[src/rtl/vec_alu_sequencer.sv]
// Issue/writeback sequencer for the 64-bit vector ALU.
// Streams one element per cycle through a read -> ALU -> writeback pipeline.
module vec_alu_sequencer #(
  parameter int unsigned VLEN_MAX = 32,
  parameter int unsigned ADDR_W   = 5
) (
  input  logic              clk,
  input  logic              rstn,
  input  logic              cmd_valid,
  output logic              cmd_ready,
  input  logic [2:0]        cmd_op,
  input  logic [2:0]        cmd_width,
  input  logic [5:0]        cmd_len,
  input  logic [ADDR_W-1:0] cmd_src_a,
  input  logic [ADDR_W-1:0] cmd_src_b,
  input  logic [ADDR_W-1:0] cmd_src_c,
  input  logic [ADDR_W-1:0] cmd_dst,
  output logic              rf_ren,
  output logic [ADDR_W-1:0] rf_raddr_a,
  output logic [ADDR_W-1:0] rf_raddr_b,
  output logic [ADDR_W-1:0] rf_raddr_c,
  input  logic [63:0]       rf_rdata_a,
  input  logic [63:0]       rf_rdata_b,
  input  logic [63:0]       rf_rdata_c,
  output logic [63:0]       alu_a,
  output logic [63:0]       alu_b,
  output logic [63:0]       alu_c,
  output logic [2:0]        alu_operation,
  output logic [2:0]        alu_num_bits,
  output logic              alu_enable,
  input  logic [63:0]       alu_out,
  output logic              rf_we,
  output logic [ADDR_W-1:0] rf_waddr,
  output logic [63:0]       rf_wdata,
  output logic              busy,
  output logic              done,
  output logic              err
);

  typedef enum logic [1:0] {StIdle, StRun, StDrain} state_e;

  localparam logic [5:0] LenMax = 6'(VLEN_MAX);

  state_e            state_q, state_d;
  logic [2:0]        op_q, op_d, width_q, width_d;
  logic [5:0]        len_q, len_d, rd_cnt_q, rd_cnt_d, wr_cnt_q, wr_cnt_d;
  logic [ADDR_W-1:0] src_a_q, src_a_d, src_b_q, src_b_d, src_c_q, src_c_d, dst_q, dst_d;
  logic [ADDR_W-1:0] raddr_a_q, raddr_a_d, raddr_b_q, raddr_b_d, raddr_c_q, raddr_c_d;
  logic [ADDR_W-1:0] waddr_q, waddr_d;
  logic              ren_q, ren_d, alu_en_q, alu_en_d, we_q, we_d, done_q, done_d, err_q, err_d;
  logic              accept, illegal;

  assign accept  = cmd_valid && (state_q == StIdle);
  assign illegal = (cmd_op > 3'd3) || (cmd_width > 3'd3) || (cmd_len > LenMax);

  // Next-state: FSM, read address generation and pipeline valid shifting.
  always_comb begin
    state_d   = state_q;
    op_d      = op_q;
    width_d   = width_q;
    len_d     = len_q;
    src_a_d   = src_a_q;
    src_b_d   = src_b_q;
    src_c_d   = src_c_q;
    dst_d     = dst_q;
    rd_cnt_d  = rd_cnt_q;
    wr_cnt_d  = wr_cnt_q;
    ren_d     = 1'b0;
    raddr_a_d = '0;
    raddr_b_d = '0;
    raddr_c_d = '0;
    alu_en_d  = ren_q;     // read data arrives one cycle after rf_ren
    we_d      = alu_en_q;  // ALU result arrives one cycle after alu_enable
    waddr_d   = '0;
    done_d    = 1'b0;
    err_d     = 1'b0;

    if (alu_en_q) begin
      waddr_d  = dst_q + ADDR_W'(wr_cnt_q);
      wr_cnt_d = wr_cnt_q + 6'd1;
    end

    unique case (state_q)
      StIdle: begin
        if (accept) begin
          if (illegal) begin
            err_d = 1'b1;
          end else if (cmd_len == 6'd0) begin
            done_d = 1'b1;
          end else begin
            state_d   = StRun;
            op_d      = cmd_op;
            width_d   = cmd_width;
            len_d     = cmd_len;
            src_a_d   = cmd_src_a;
            src_b_d   = cmd_src_b;
            src_c_d   = cmd_src_c;
            dst_d     = cmd_dst;
            rd_cnt_d  = 6'd1;
            wr_cnt_d  = 6'd0;
            ren_d     = 1'b1;
            raddr_a_d = cmd_src_a;
            raddr_b_d = cmd_src_b;
            raddr_c_d = cmd_src_c;
          end
        end
      end
      StRun: begin
        if (rd_cnt_q == len_q) begin
          state_d = StDrain;
        end else begin
          ren_d     = 1'b1;
          raddr_a_d = src_a_q + ADDR_W'(rd_cnt_q);
          raddr_b_d = src_b_q + ADDR_W'(rd_cnt_q);
          raddr_c_d = src_c_q + ADDR_W'(rd_cnt_q);
          rd_cnt_d  = rd_cnt_q + 6'd1;
        end
      end
      StDrain: begin
        // Last write is in flight once nothing is left in the ALU stage.
        if (we_q && !alu_en_q) begin
          state_d = StIdle;
          done_d  = 1'b1;
          op_d    = 3'd0;
          width_d = 3'd0;
        end
      end
      default: state_d = StIdle;
    endcase
  end

  // State and pipeline registers; async reset abandons any command in flight.
  always_ff @(posedge clk or negedge rstn) begin
    if (!rstn) begin
      state_q   <= StIdle;
      op_q      <= '0;
      width_q   <= '0;
      len_q     <= '0;
      src_a_q   <= '0;
      src_b_q   <= '0;
      src_c_q   <= '0;
      dst_q     <= '0;
      rd_cnt_q  <= '0;
      wr_cnt_q  <= '0;
      ren_q     <= 1'b0;
      raddr_a_q <= '0;
      raddr_b_q <= '0;
      raddr_c_q <= '0;
      alu_en_q  <= 1'b0;
      we_q      <= 1'b0;
      waddr_q   <= '0;
      done_q    <= 1'b0;
      err_q     <= 1'b0;
    end else begin
      state_q   <= state_d;
      op_q      <= op_d;
      width_q   <= width_d;
      len_q     <= len_d;
      src_a_q   <= src_a_d;
      src_b_q   <= src_b_d;
      src_c_q   <= src_c_d;
      dst_q     <= dst_d;
      rd_cnt_q  <= rd_cnt_d;
      wr_cnt_q  <= wr_cnt_d;
      ren_q     <= ren_d;
      raddr_a_q <= raddr_a_d;
      raddr_b_q <= raddr_b_d;
      raddr_c_q <= raddr_c_d;
      alu_en_q  <= alu_en_d;
      we_q      <= we_d;
      waddr_q   <= waddr_d;
      done_q    <= done_d;
      err_q     <= err_d;
    end
  end

  assign cmd_ready     = (state_q == StIdle);
  assign busy          = (state_q != StIdle);
  assign rf_ren        = ren_q;
  assign rf_raddr_a    = raddr_a_q;
  assign rf_raddr_b    = raddr_b_q;
  assign rf_raddr_c    = raddr_c_q;
  assign alu_enable    = alu_en_q;
  assign alu_operation = op_q;
  assign alu_num_bits  = width_q;
  assign alu_a         = alu_en_q ? rf_rdata_a : '0;
  assign alu_b         = alu_en_q ? rf_rdata_b : '0;
  assign alu_c         = alu_en_q ? rf_rdata_c : '0;
  assign rf_we         = we_q;
  assign rf_waddr      = waddr_q;
  assign rf_wdata      = we_q ? alu_out : '0;
  assign done          = done_q;
  assign err           = err_q;

endmodule

[config.mk]
export PLATFORM = sky130hd
export DESIGN_NAME = vec_alu_sequencer
export DESIGN_NICKNAME = d
export VERILOG_FILES = /design/src/rtl/vec_alu_sequencer.sv
export SDC_FILE = /design/constraint.sdc
export NUM_CORES = 1
export LEC_CHECK = 0
export BUFFER_PORTS_ARGS = -buffer_cell sky130_fd_sc_hd__buf_2
export CORE_AREA = 10 10 216 218
export CTS_CLUSTER_DIAMETER = 30
export DETAILED_ROUTE_END_ITERATION = 12
export DIE_AREA = 0 0 226 228
export PLACE_DENSITY = 0.34
export RECOVER_POWER = 25
export SLEW_MARGIN = 15
export SYNTH_ARGS = -nofsm -noshare
export SYNTH_HDL_FRONTEND = slang
export SYNTH_SLANG_ARGS = --single-unit
[constraint.sdc]
create_clock -name clk -period 3.5 [get_ports clk]
set_clock_uncertainty 0.05 [all_clocks]
set_input_delay 0 -clock clk [delete_from_list [all_inputs] [get_ports clk]]
set_output_delay 0 -clock clk [all_outputs]
set_load 0.03 [all_outputs]
==> results.ini <==
[sta]
hold_slack_ps = 73.09
slew-limit-headroom_pct = 16.61
tightest_slew_ps = 1251
setup_tns_ps = 0
report.final.hold_viol_count = 0
final_report_setup_violation_count = 0
grt_setup_unrepaired = no
fin_ws_ps = 712.1
achievable-frequency_mhz = 358.7
layout_worst_path_cycle_share_pct = 79.65
layout_min_cycle_time_ps = 2788
slew_viols_final = 0

[floorplanning]
floorplan_die_area_sq_um = 51530
core_rows = 76
core_area_sq_um = 42510
floorplan.io_pins = 580
chipWidth_microns = 226
floorplan.initialDensity_pct = 12.10
chipHeight_microns = 228

[synth]
seq_total_area_yosys_pct = 34.05
synth_async_sr_flop_share_pct = 100.0
number_of_flops_mapped_to_enable_cells_by_yosys = 0
synth.net_count = 852
synthDominantAreaCellType = sky130_fd_sc_hd__dfrtp_1
synth_cell_types = 39
post_synth_inst_count = 539
synth_area_per_cell_sq_um = 9.543
synth_top_cell_area_share_pct = 34.05
synth.cell_area_sq_um = 5144
yosysWarnings = 0
synthMostInstantiatedCell = sky130_fd_sc_hd__and2_1
synthFlopType = sky130_fd_sc_hd__dfrtp_1
ys_seq_elements = 70
top_cells_by_instance_count_after_synthesis = sky130_fd_sc_hd__and2_1, sky130_fd_sc_hd__dfrtp_1, sky130_fd_sc_hd__clkbuf_1
synth_area_leaders = sky130_fd_sc_hd__dfrtp_1, sky130_fd_sc_hd__and2_1, sky130_fd_sc_hd__mux2_4

[grt]
antenna_found_initial = 40
grt_first_pass_wirelength_mm = 53.84
total_global_routing_overflow = 0
grtUsageTotal_pct = 14.60
first_global_vias = 6736
grt_max_degree = 125

[routing]
detail-route-antenna-nets = 0
maxUsedRoutingLayer = met5
wl_met3_mm = 4.351
drt_first_iter_violations = 224
dr.pass1.iters = 6
detailed_route_drc_error_count = 0
wl_per_cell_microns = 23.41
routedLengthMet1_mm = 15.23
met2_wirelength_mm = 19.09
detail_route.vias_per_cell = 3.703
wirelength_mm = 39.63
vias = 6269

[setup_path]
worst-path-max-fanout = 21
critPathArrivalTime_ps = 2960
setup.worst_path.start_class = input pin
worstSetupEndpointType = flop
timing.critical_path.required_ps = 3670
critPathKind = input pin to flop

[flow_run]
max_cap_violations = 0

[power]
power_density_nw_per_um2 = 924.3
max-vdd-ir-drop_mv = 0.3418
p_leak_nw = 5.111
design_power_total_mw = 8.589

[place]
placement.io_buffers = 579
place_area_sq_um = 8641
dp.cells = 1634
preCtsSetupSlack_ps = 892.2
finalWeightedCongestion = 0.8725
post-dp-hpwl_mm = 34.88

[finish]
utilization_pct = 21.86
syn_to_final_growth_pct = 80.66
post_route_cells_drive_above_1_share_pct = 52.68
post-route-cell-area_sq_um = 9293
finish.cell_count_without_fillers = 1693
fin_nets = 1445

[clock_tree]
root_buffer = sky130_fd_sc_hd__clkbuf_16
cts_tree = yes
cts_htree_levels = 3
postCtsResizedCells = 0
clkLatencyLatePin_ps = 340
clk_transition_reported_paths_ps = 60
cts_inserted_buffers = 9
buffers_from_clock_root_to_sink_at_most = 2
tritoncts_num_sinks = 70

[run_status]
outcome = completed

[worst_hold_path]
worst_hold_path_class = input pin to flop

[layout make-up]
class / instances / area (sq um)
antenna: 10 / 25.02
fill: 4810 / 33210
sequential: 70 / 1753
timing repair buffer: 619 / 3257
inverter: 4 / 15.01
clock buffer: 11 / 242.7
tap: 546 / 683.2
clock inverter: 5 / 106.4
multi-input combinational: 428 / 3211
[report_power, final]
| part | internal [mW] | total (mW) | switching [mW] |
|---|---|---|---|
| clock network | 0.717 | 1.08 | 0.365 |
| logic | 2.03 | 5.98 | 3.96 |
| registers | 1.17 | 1.52 | 0.355 |
[state kept, by name, indices dropped and copies added (netlist names), 3 cells and up]
register and flops:
alu_operation 3, wr_cnt_q 5, rf_raddr_a 5, rf_raddr_c 5, len_q 6, alu_num_bits 3
src_b_q 5, rf_waddr 5, rf_raddr_b 5, src_c_q 5, src_a_q 5, dst_q 5
rd_cnt_q 6
[cell families (layout without fill, tap and decap cells)]
family / count (synthesis) / in the layout / share of synthesized area [%]
other: 0 / 10 / 0
muxes: 32 / 32 / 8.635
and+or+nand+nor: 291 / 291 / 35.10
AOI/OAI and AO/OA: 57 / 57 / 8.320
DFF: 70 / 70 / 34.05
xor gates and xnor gates: 26 / 26 / 4.427
adders and majority gates: 22 / 22 / 5.935
buffers and inverters: 41 / 639 / 3.527
[cell usage in the layout, fill, tap and decap left out, types with 2 or more instances in the layout]
cell / instances
sky130_fd_sc_hd__mux2_4: 24
sky130_fd_sc_hd__mux2i_1: 5
sky130_fd_sc_hd__xnor2_1: 16
sky130_fd_sc_hd__inv_1: 4
sky130_fd_sc_hd__mux2_2: 3
sky130_fd_sc_hd__dfrtp_1: 69
sky130_fd_sc_hd__buf_4: 3
sky130_fd_sc_hd__clkbuf_16: 9
sky130_fd_sc_hd__xor2_1: 10
sky130_fd_sc_hd__or2_2: 2
sky130_fd_sc_hd__nor4_1: 2
sky130_fd_sc_hd__bufinv_16: 3
sky130_fd_sc_hd__and4_1: 2
sky130_fd_sc_hd__and2_1: 259
sky130_fd_sc_hd__buf_2: 545
sky130_fd_sc_hd__o21ai_0: 8
sky130_fd_sc_hd__a21oi_1: 10
sky130_fd_sc_hd__clkbuf_1: 36
sky130_fd_sc_hd__dlygate4sd3_1: 33
sky130_fd_sc_hd__nand2_1: 2
sky130_fd_sc_hd__buf_12: 2
sky130_fd_sc_hd__fa_1: 4
sky130_fd_sc_hd__nor2_1: 11
sky130_fd_sc_hd__nand4_1: 4
sky130_fd_sc_hd__o211ai_1: 4
sky130_fd_sc_hd__a21o_1: 8
sky130_fd_sc_hd__and3_1: 2
sky130_fd_sc_hd__diode_2: 10
sky130_fd_sc_hd__a22o_1: 20
sky130_fd_sc_hd__ha_1: 18
[worst paths after layout]
path	from	endpoint	slack [ps]	depth (start not counted)
setup / recovery	cmd_len[3]	src_b_q[1]	710	7
hold / removal	cmd_valid	err	70	3
setup reg to reg	state_q[1]	src_b_q[1]	880	5
hold reg to reg	rf_ren	alu_enable	340	0
max in group asynchronous	rstn	rf_we	1340	3
min in group asynchronous	rstn	rf_raddr_a[3]	400	2
[metal layers]
layer	GRT usage [%]	vias to the layer above
met1	16.03	2849
met2	24.68	382
met4	4.813	20
met3	6.364	60
met5	0	-
li1	-	2958
[worst max-delay path: stages]
cell and delay (ps):
sky130_fd_sc_hd__dlygate4sd3_1 580, sky130_fd_sc_hd__buf_2 160, sky130_fd_sc_hd__nor4_1 560, sky130_fd_sc_hd__a21boi_1 340, sky130_fd_sc_hd__nor2_4 660, sky130_fd_sc_hd__buf_4 330, sky130_fd_sc_hd__mux2_4 310
[repair_timing]
action / CTS / global route
buffers inserted: 0 / 0
endpoints found under the hold margin: 66 / 0
hold buffers: 33 / 0
(Power assumes the default switching activity.)
